`src/rtl/i2s_tx_if.sv`:
```
// Sample stream into the I2S transmitter: valid/ready, one 32-bit PCM word per beat.
interface i2s_tx_if;
  logic [31:0] tdata;
  logic        tvalid;
  logic        tready;

  modport master (output tdata, tvalid, input tready);
  modport slave  (input tdata, tvalid, output tready);
endinterface

```
`src/rtl/i2s_tx.sv`:
```
// I2S master transmitter: generates sck/ws and shifts PCM words out on sdo,
// MSB first, with data and ws changing on the sck falling edge.
module i2s_tx (
  input  logic       clk,
  input  logic       rst_n,
  input  logic       en,
  input  logic [7:0] sck_prescaler,
  input  logic [4:0] sample_size,
  input  logic       left_justified,
  input  logic [1:0] channels,
  i2s_tx_if.slave    s,
  output logic       sck,
  output logic       ws,
  output logic       sdo,
  output logic       underrun
);

  logic [7:0]  presc;
  logic [4:0]  bit_ctr;
  logic [31:0] shreg;

  logic        tick;
  logic        fall;
  logic        load;
  logic        tgt_ws;
  logic        tgt_en;
  logic [4:0]  shamt;
  logic [31:0] aligned;

  // Event decode, slot targeting and MSB alignment of the incoming sample.
  always_comb begin
    tick    = en && (presc == 8'd0);
    fall    = tick && sck;
    // LJ loads on the edge that starts the new slot; I2S one bit later,
    // while ws already shows the slot being filled.
    load    = fall && (left_justified ? (bit_ctr == 5'd31) : (bit_ctr == 5'd0));
    tgt_ws  = left_justified ? ~ws : ws;
    tgt_en  = tgt_ws ? channels[0] : channels[1];
    // 32-N modulo 32; sample_size==0 encodes N=32 and gives a shift of 0.
    shamt   = 5'd0 - sample_size;
    aligned = (tgt_en && s.tvalid) ? (s.tdata << shamt) : 32'd0;
    s.tready = load && tgt_en;
    underrun = load && tgt_en && !s.tvalid;
  end

  // Prescaler and serial clock; everything holds while en is low.
  always_ff @(posedge clk or negedge rst_n) begin
    if (!rst_n) begin
      presc <= 8'd0;
      sck   <= 1'b0;
    end else if (en) begin
      presc <= (presc == 8'd0) ? sck_prescaler : presc - 8'd1;
      if (tick) sck <= ~sck;
    end
  end

  // Frame position, word select and data shifter, all advanced on sck fall.
  always_ff @(posedge clk or negedge rst_n) begin
    if (!rst_n) begin
      bit_ctr <= 5'd0;
      ws      <= 1'b1;
      sdo     <= 1'b0;
      shreg   <= 32'd0;
    end else if (fall) begin
      bit_ctr <= bit_ctr + 5'd1;
      if (bit_ctr == 5'd31) ws <= ~ws;
      if (load) begin
        sdo   <= aligned[31];
        shreg <= {aligned[30:0], 1'b0};
      end else begin
        sdo   <= shreg[31];
        shreg <= {shreg[30:0], 1'b0};
      end
    end
  end

endmodule
```
`src/flat_wrapper.sv`:
```
// flat-port wrapper written by rule: the top's interface ports become plain ports
module i2s_tx_flat 
  (clk, rst_n, en, sck_prescaler, sample_size, left_justified, channels, sck, ws, sdo, underrun, s_tdata, s_tvalid, s_tready);
  i2s_tx_if s_i ();
  input  logic clk;
  input  logic rst_n;
  input  logic en;
  input  logic [7:0] sck_prescaler;
  input  logic [4:0] sample_size;
  input  logic left_justified;
  input  logic [1:0] channels;
  output logic sck;
  output logic ws;
  output logic sdo;
  output logic underrun;
  input wire logic [$bits(s_i.tdata)-1:0] s_tdata;
  input wire logic [$bits(s_i.tvalid)-1:0] s_tvalid;
  output wire logic [$bits(s_i.tready)-1:0] s_tready;
  assign s_i.tdata = s_tdata;
  assign s_i.tvalid = s_tvalid;
  assign s_tready = s_i.tready;
  i2s_tx u_core (.clk(clk), .rst_n(rst_n), .en(en), .sck_prescaler(sck_prescaler), .sample_size(sample_size), .left_justified(left_justified), .channels(channels), .s(s_i), .sck(sck), .ws(ws), .sdo(sdo), .underrun(underrun));
endmodule
```
`config.mk`:
```
export PLATFORM = sky130hd
export DESIGN_NAME = i2s_tx_flat
export DESIGN_NICKNAME = d
export VERILOG_FILES = /design/src/rtl/i2s_tx_if.sv /design/src/rtl/i2s_tx.sv /design/src/flat_wrapper.sv
export SDC_FILE = /design/constraint.sdc
export NUM_CORES = 1
export LEC_CHECK = 0
export BUFFER_PORTS_ARGS = -buffer_cell sky130_fd_sc_hd__buf_4
export CORE_MARGIN = 3
export CORE_UTILIZATION = 53
export CTS_CLUSTER_SIZE = 8
export DETAILED_ROUTE_END_ITERATION = 10
export PLACE_DENSITY = 0.78
export SLEW_MARGIN = 40
export SYNTH_ARGS = -nofsm -noshare
export SYNTH_HDL_FRONTEND = slang
export SYNTH_SLANG_ARGS = --single-unit
```
`constraint.sdc`:
```
create_clock -name clk -period 2.1 [get_ports clk]
set_input_delay 0.42 -clock clk [delete_from_list [all_inputs] [get_ports clk]]
set_output_delay 0.42 -clock clk [all_outputs]
set_load 0.05 [all_outputs]
```
### Word level (Yosys, flattened, before mapping)

Index checks and enable logic that the tools add are counted.

| word-level totals | value |
|---|---|
| bits in registers | 48 |
| input port bits | 52 |
| output and inout bits | 5 |
| logic and storage cells | 31 |

| operators by class | value |
|---|---|
| $add $sub $neg | 3 |
| equality and inequality tests | 1 |
| multiplexer cells | 7 |
| shift operators | 1 |
| reductions and logical operators | 11 |
| bitwise gates (word level) | 2 |

Operator list:

| cell | number |
|---|---|
| 32-bit 2-to-1 mux | 2 |
| 32-bit by 5-bit left shift with 32-bit output | 1 |
| 8-bit logical NOT | 1 |
| 8-bit 2-to-1 mux | 1 |
| 8-bit by 1-bit subtractor with 8-bit output (second input constant) | 1 |
| 1-bit logical AND | 6 |
| 5-bit by 1-bit adder with 5-bit output (second input constant) | 1 |
| 5-bit equality test (second input constant) | 1 |
| 5-bit logical NOT | 1 |
| 1-bit by 5-bit subtractor with 5-bit output (first input constant) | 1 |
| 1-bit 2-to-1 mux | 4 |
| 2-bit AND reduction | 2 |
| 1-bit NOT | 2 |
| 1-bit logical NOT | 1 |

### Depth between registers and ports, before layout

| logic depth | value |
|---|---|
| depth in word-level cells | 6 |
| mapped depth | 13 |
| depth with buffers taken out | 9 |

### Least setup slack after synthesis

OpenSTA, ideal clock, no wires.

| path | value |
|---|---|
| kind | register -> output |
| from | register u_core.presc[2] |
| to | output underrun |
| path slack | -1.444 ns |
| stages on the path, launching flop included | 7 |
| buffers on the path | 2 |
| arrival time | 3.124 ns |
| cell sequence | dfrtp_1 or4_4 nor3_2 nand2_2 buf_2 buf_6 nor4_1 |

| on the way | value |
|---|---|
| cells in the longest elaborated chain, start to end | 6 |

RTL lines:

| what | RTL line | source |
|---|---|---|
| start: declaration | i2s_tx.sv:18 | `logic [7:0] presc;` |
| start signal: assignment | i2s_tx.sv:52 | `presc <= (presc == 8'd0) ? sck_prescaler : presc - 8'd1;` |
| 8-bit logical NOT | i2s_tx.sv:32 | `tick = en && (presc == 8'd0);` |
| 1-bit logical AND | i2s_tx.sv:32 |  |
| 1-bit logical AND | i2s_tx.sv:33 | `fall = tick && sck;` |
| 1-bit logical AND | i2s_tx.sv:36 | `load = fall && (left_justified ? (bit_ctr == 5'd31) : (bit_ctr == 5'd0));` |
| 1-bit logical AND (2 in series) | i2s_tx.sv:43 | `underrun = load && tgt_en && !s.tvalid;` |
| end: declaration | flat_wrapper.sv:15 | `output logic underrun;` |

No other way between the ends.

### Worst setup path in the final report

| path | value |
|---|---|
| from | register u_core.bit_ctr[0] |
| to | output underrun |

| on the way | value |
|---|---|
| cells in the longest elaborated chain, start to end | 5 |

RTL lines:

| what | RTL line | source |
|---|---|---|
| start: declaration | i2s_tx.sv:19 | `logic [4:0] bit_ctr;` |
| start signal: assignment | i2s_tx.sv:65 | `bit_ctr <= bit_ctr + 5'd1;` |
| 5-bit equality test / 5-bit logical NOT (equally long branches) | i2s_tx.sv:36 |  |
| 1-bit 2-to-1 mux (*) | i2s_tx.sv:36 |  |
| 1-bit logical AND (*) | i2s_tx.sv:36 |  |
| 1-bit logical AND (*) (2 in series) | i2s_tx.sv:43 |  |

Mark *: on every way between the ends. The rest lies on a longest branch, timed or not.

==> metrics.yaml <==
outcome:
  status: "finished, violations left"
  violations: "setup timing"
layout:
  final_area_um2: 5950
  area_growth_pct: 48.9
  final_common_cell: "buf_4"
  drive_gt1_share_pct: 50.4
  stdcell_count: 667
  diodes: 0
  fin_nets: 625
  layout_common_cells: "buf_4 (142), nand2_1 (56), dfrtp_1 (46), mux2i_1 (35), mux4_2 (21)"
synthesis:
  synth_mux_area_share_pct: 24.8
  synthFlopType: "dfrtp_1"
  yosys-top-cells-area: "dfrtp_1 (29%), mux4_2 (12%), mux2i_1 (8.8%)"
  synth_cells: 425
  synth-simple-area-share_pct: 15.4
  synth_xor_area_share_pct: 3.41
  synth_top_family_by_area: "multiplexers"
  synth_warnings: 0
  synth_nets: 483
  synth_cell_types: 60
  synth.top_cell.area_share_pct: 28.8
  synth_compound_area_share_pct: 19.2
  avgSynthCellArea_um2: 9.40
  yosysTopAreaCell: "dfrtp_1"
  syn_area_um2: 3990
  yosysSeqAreaShare_pct: 29.5
  ys_ff_latch: 47
  async_reset_ff_share_pct: 100
  synthAdderAreaFrac_pct: 1.88
  synth-edff-count: 0
clock_tree:
  ctsHoldBuffers: 0
  cts_buffer_depth: 2
  cts_buffers: 5
  root_buffer: "clkbuf_8"
  cts_tree: "yes"
  clk_latency_ps: 300
  clkSinkCount: 47
  path_clk_slew_ps: 90
  htree_num_levels: 2
global_route:
  grt_max_degree: 48
  gr-usage-all-layers_pct: 28.7
  grt_first_pass_wirelength_um: 19800
  antenna_found_initial: 0
  overflow: 0
  first_global_vias: 4070
route:
  ant_nets: 0
  vias_per_cell: 6.16
  drtPass1Iterations: 4
  routedWlPerCell_um: 19.3
  via_count: 4109
  drtIter0Drc: 352
  drc: 0
  routed_wl_um: 12900
power:
  power_mw: 3.63
  ir_drop_mv: 0.287
  p_per_area_nw_per_um2: 611
  p_leak_nw: 2.64
critical_path:
  critPathArrivalTime_ps: 2050
  worst_ep_required_time_ps: 1680
  crit_type: "flip-flop to output pin"
  end_kind: "output pin"
  crit_fanout: 3
  crit_path_start_kind: "flip-flop"
sta:
  maxSlewViolCount: 0
  rsz0062_at_grt: "yes"
  worst_slew_pin_slew_ps: 616
  max_freq_mhz: 404
  period_minus_slack_ps: 2470
  skew_ps: 4.13
  finalHoldViolCount: 0
  fin_tns_setup_ps: -4220
  relSlewSlack_pct: 58.9
  setup_viol: 30
  final.setup.worst_slack_ps: -373
  hold-worst-slack_ps: 115
  fin_crit_sh_pct: 118
floorplan:
  core-area_um2: 7290
  fp.dieArea_um2: 8610
  io_pins: 57
  dieHeight_um: 92.8
  start_util_pct: 54.8
  die_width_um: 92.8
  placementRows: 31
run:
  cap_violations: 0
worst_hold_path:
  hold_path_class: "primary input to asynchronous set/reset pin"
placed_design:
  numPlacedInstances: 639
  dpl_cell_area_um2: 5270
  place_hpwl_um: 9030
  port_buffers: 56
  place_congestion: 0.978
## power breakdown
part	leakage, nW	internal [mW]	switching, mW
clock network	0.0654	0.476	0.318
registers	0.625	1.04	0.105
logic	1.95	0.831	0.860
## timing repair
item                       CTS  global route
gates cloned                 2             1
resized for setup           42            48
setup endpoints to repair   17            35
pin swaps                   14            24
setup buffers                8            14
## worst paths after layout
| check | start | endpoint | slack, ps | cells after the start |
|---|---|---|---|---|
| min in group clk | en | u_core.presc[4] | 400 | 2 |
| worst max register to register | u_core.bit_ctr[0] | u_core.shreg[22] | -200 | 11 |
| worst min register to register | u_core.shreg[9] | u_core.shreg[9] | 500 | 2 |
| worst min-delay path | rst_n | u_core.presc[2] | 110 | 1 |
| max in group asynchronous | rst_n | u_core.shreg[1] | 1560 | 1 |
| worst max-delay path | u_core.bit_ctr[0] | underrun | -370 | 6 |
## metrics by stage
| step | util [%] | setup slack [ps] |
|---|---|---|
| floorplan | - | -519 |
| global route | 81.6 | -437 |
| finish | 81.6 | -373 |
| CTS | 77.6 | -378 |
| detailed placement | 72.3 | -217 |
| global placement | 72.3 | -141 |
## cells in the mapped netlist (all sizes together) (5+ instances only)
master,n
buf,22
a22oi,16
ha,6
nor2,22
nand2,61
a21oi,23
inv,11
o211ai,5
o21ai,37
nor3b,5
mux4,21
dfrtp,46
a31oi,7
mux2,15
mux2i,35
xnor2,10
clkbuf,9
nand3,10
nor3,11
## registers in the layout, summed over array words and instances, names as in the netlist
register        cells
u_core.sdo          1
u_core.bit_ctr      5
u_core.shreg       31
u_core.presc        8
u_core.sck          1
u_core.ws           1
## per-layer routing
layer	part of all wire [%]	vias to the layer above	wire, um	global-route usage [%]
met3	5.9	56	756	2.76
met5	0	-	0	0
met2	50	212	6460	52.1
met4	4.8	0	614	10.1
li1	-	1895	-	-
met1	39	1946	5020	35.4
## critical path, cell delays in order, from the launching register on
cell     delay (ps)
dfrtp_1         420
inv_2            90
ha_4            110
or4b_4          470
o21a_4          240
nor4_4          240
buf_6           200
## cell families after synthesis
group,Yosys count
AOI/OAI and AO/OA,119
buffers and inverters,42
and+or+nand+nor,127
muxes,71
DFF,47
adders and majority gates,6
xor gates and xnor gates,13
## cell type report
cell class                      count  area (um^2)
Sequential cell                    47         1180
Tap cell                           99          124
Clock inverter                      2         60.1
Clock buffer                        6         72.6
Fill cell                         462         1340
Timing Repair Buffer              166         1410
Multi-Input combinational cell    336         3060
Inverter                           11         43.8
Note: power is estimated with default switching activity, not from simulation.
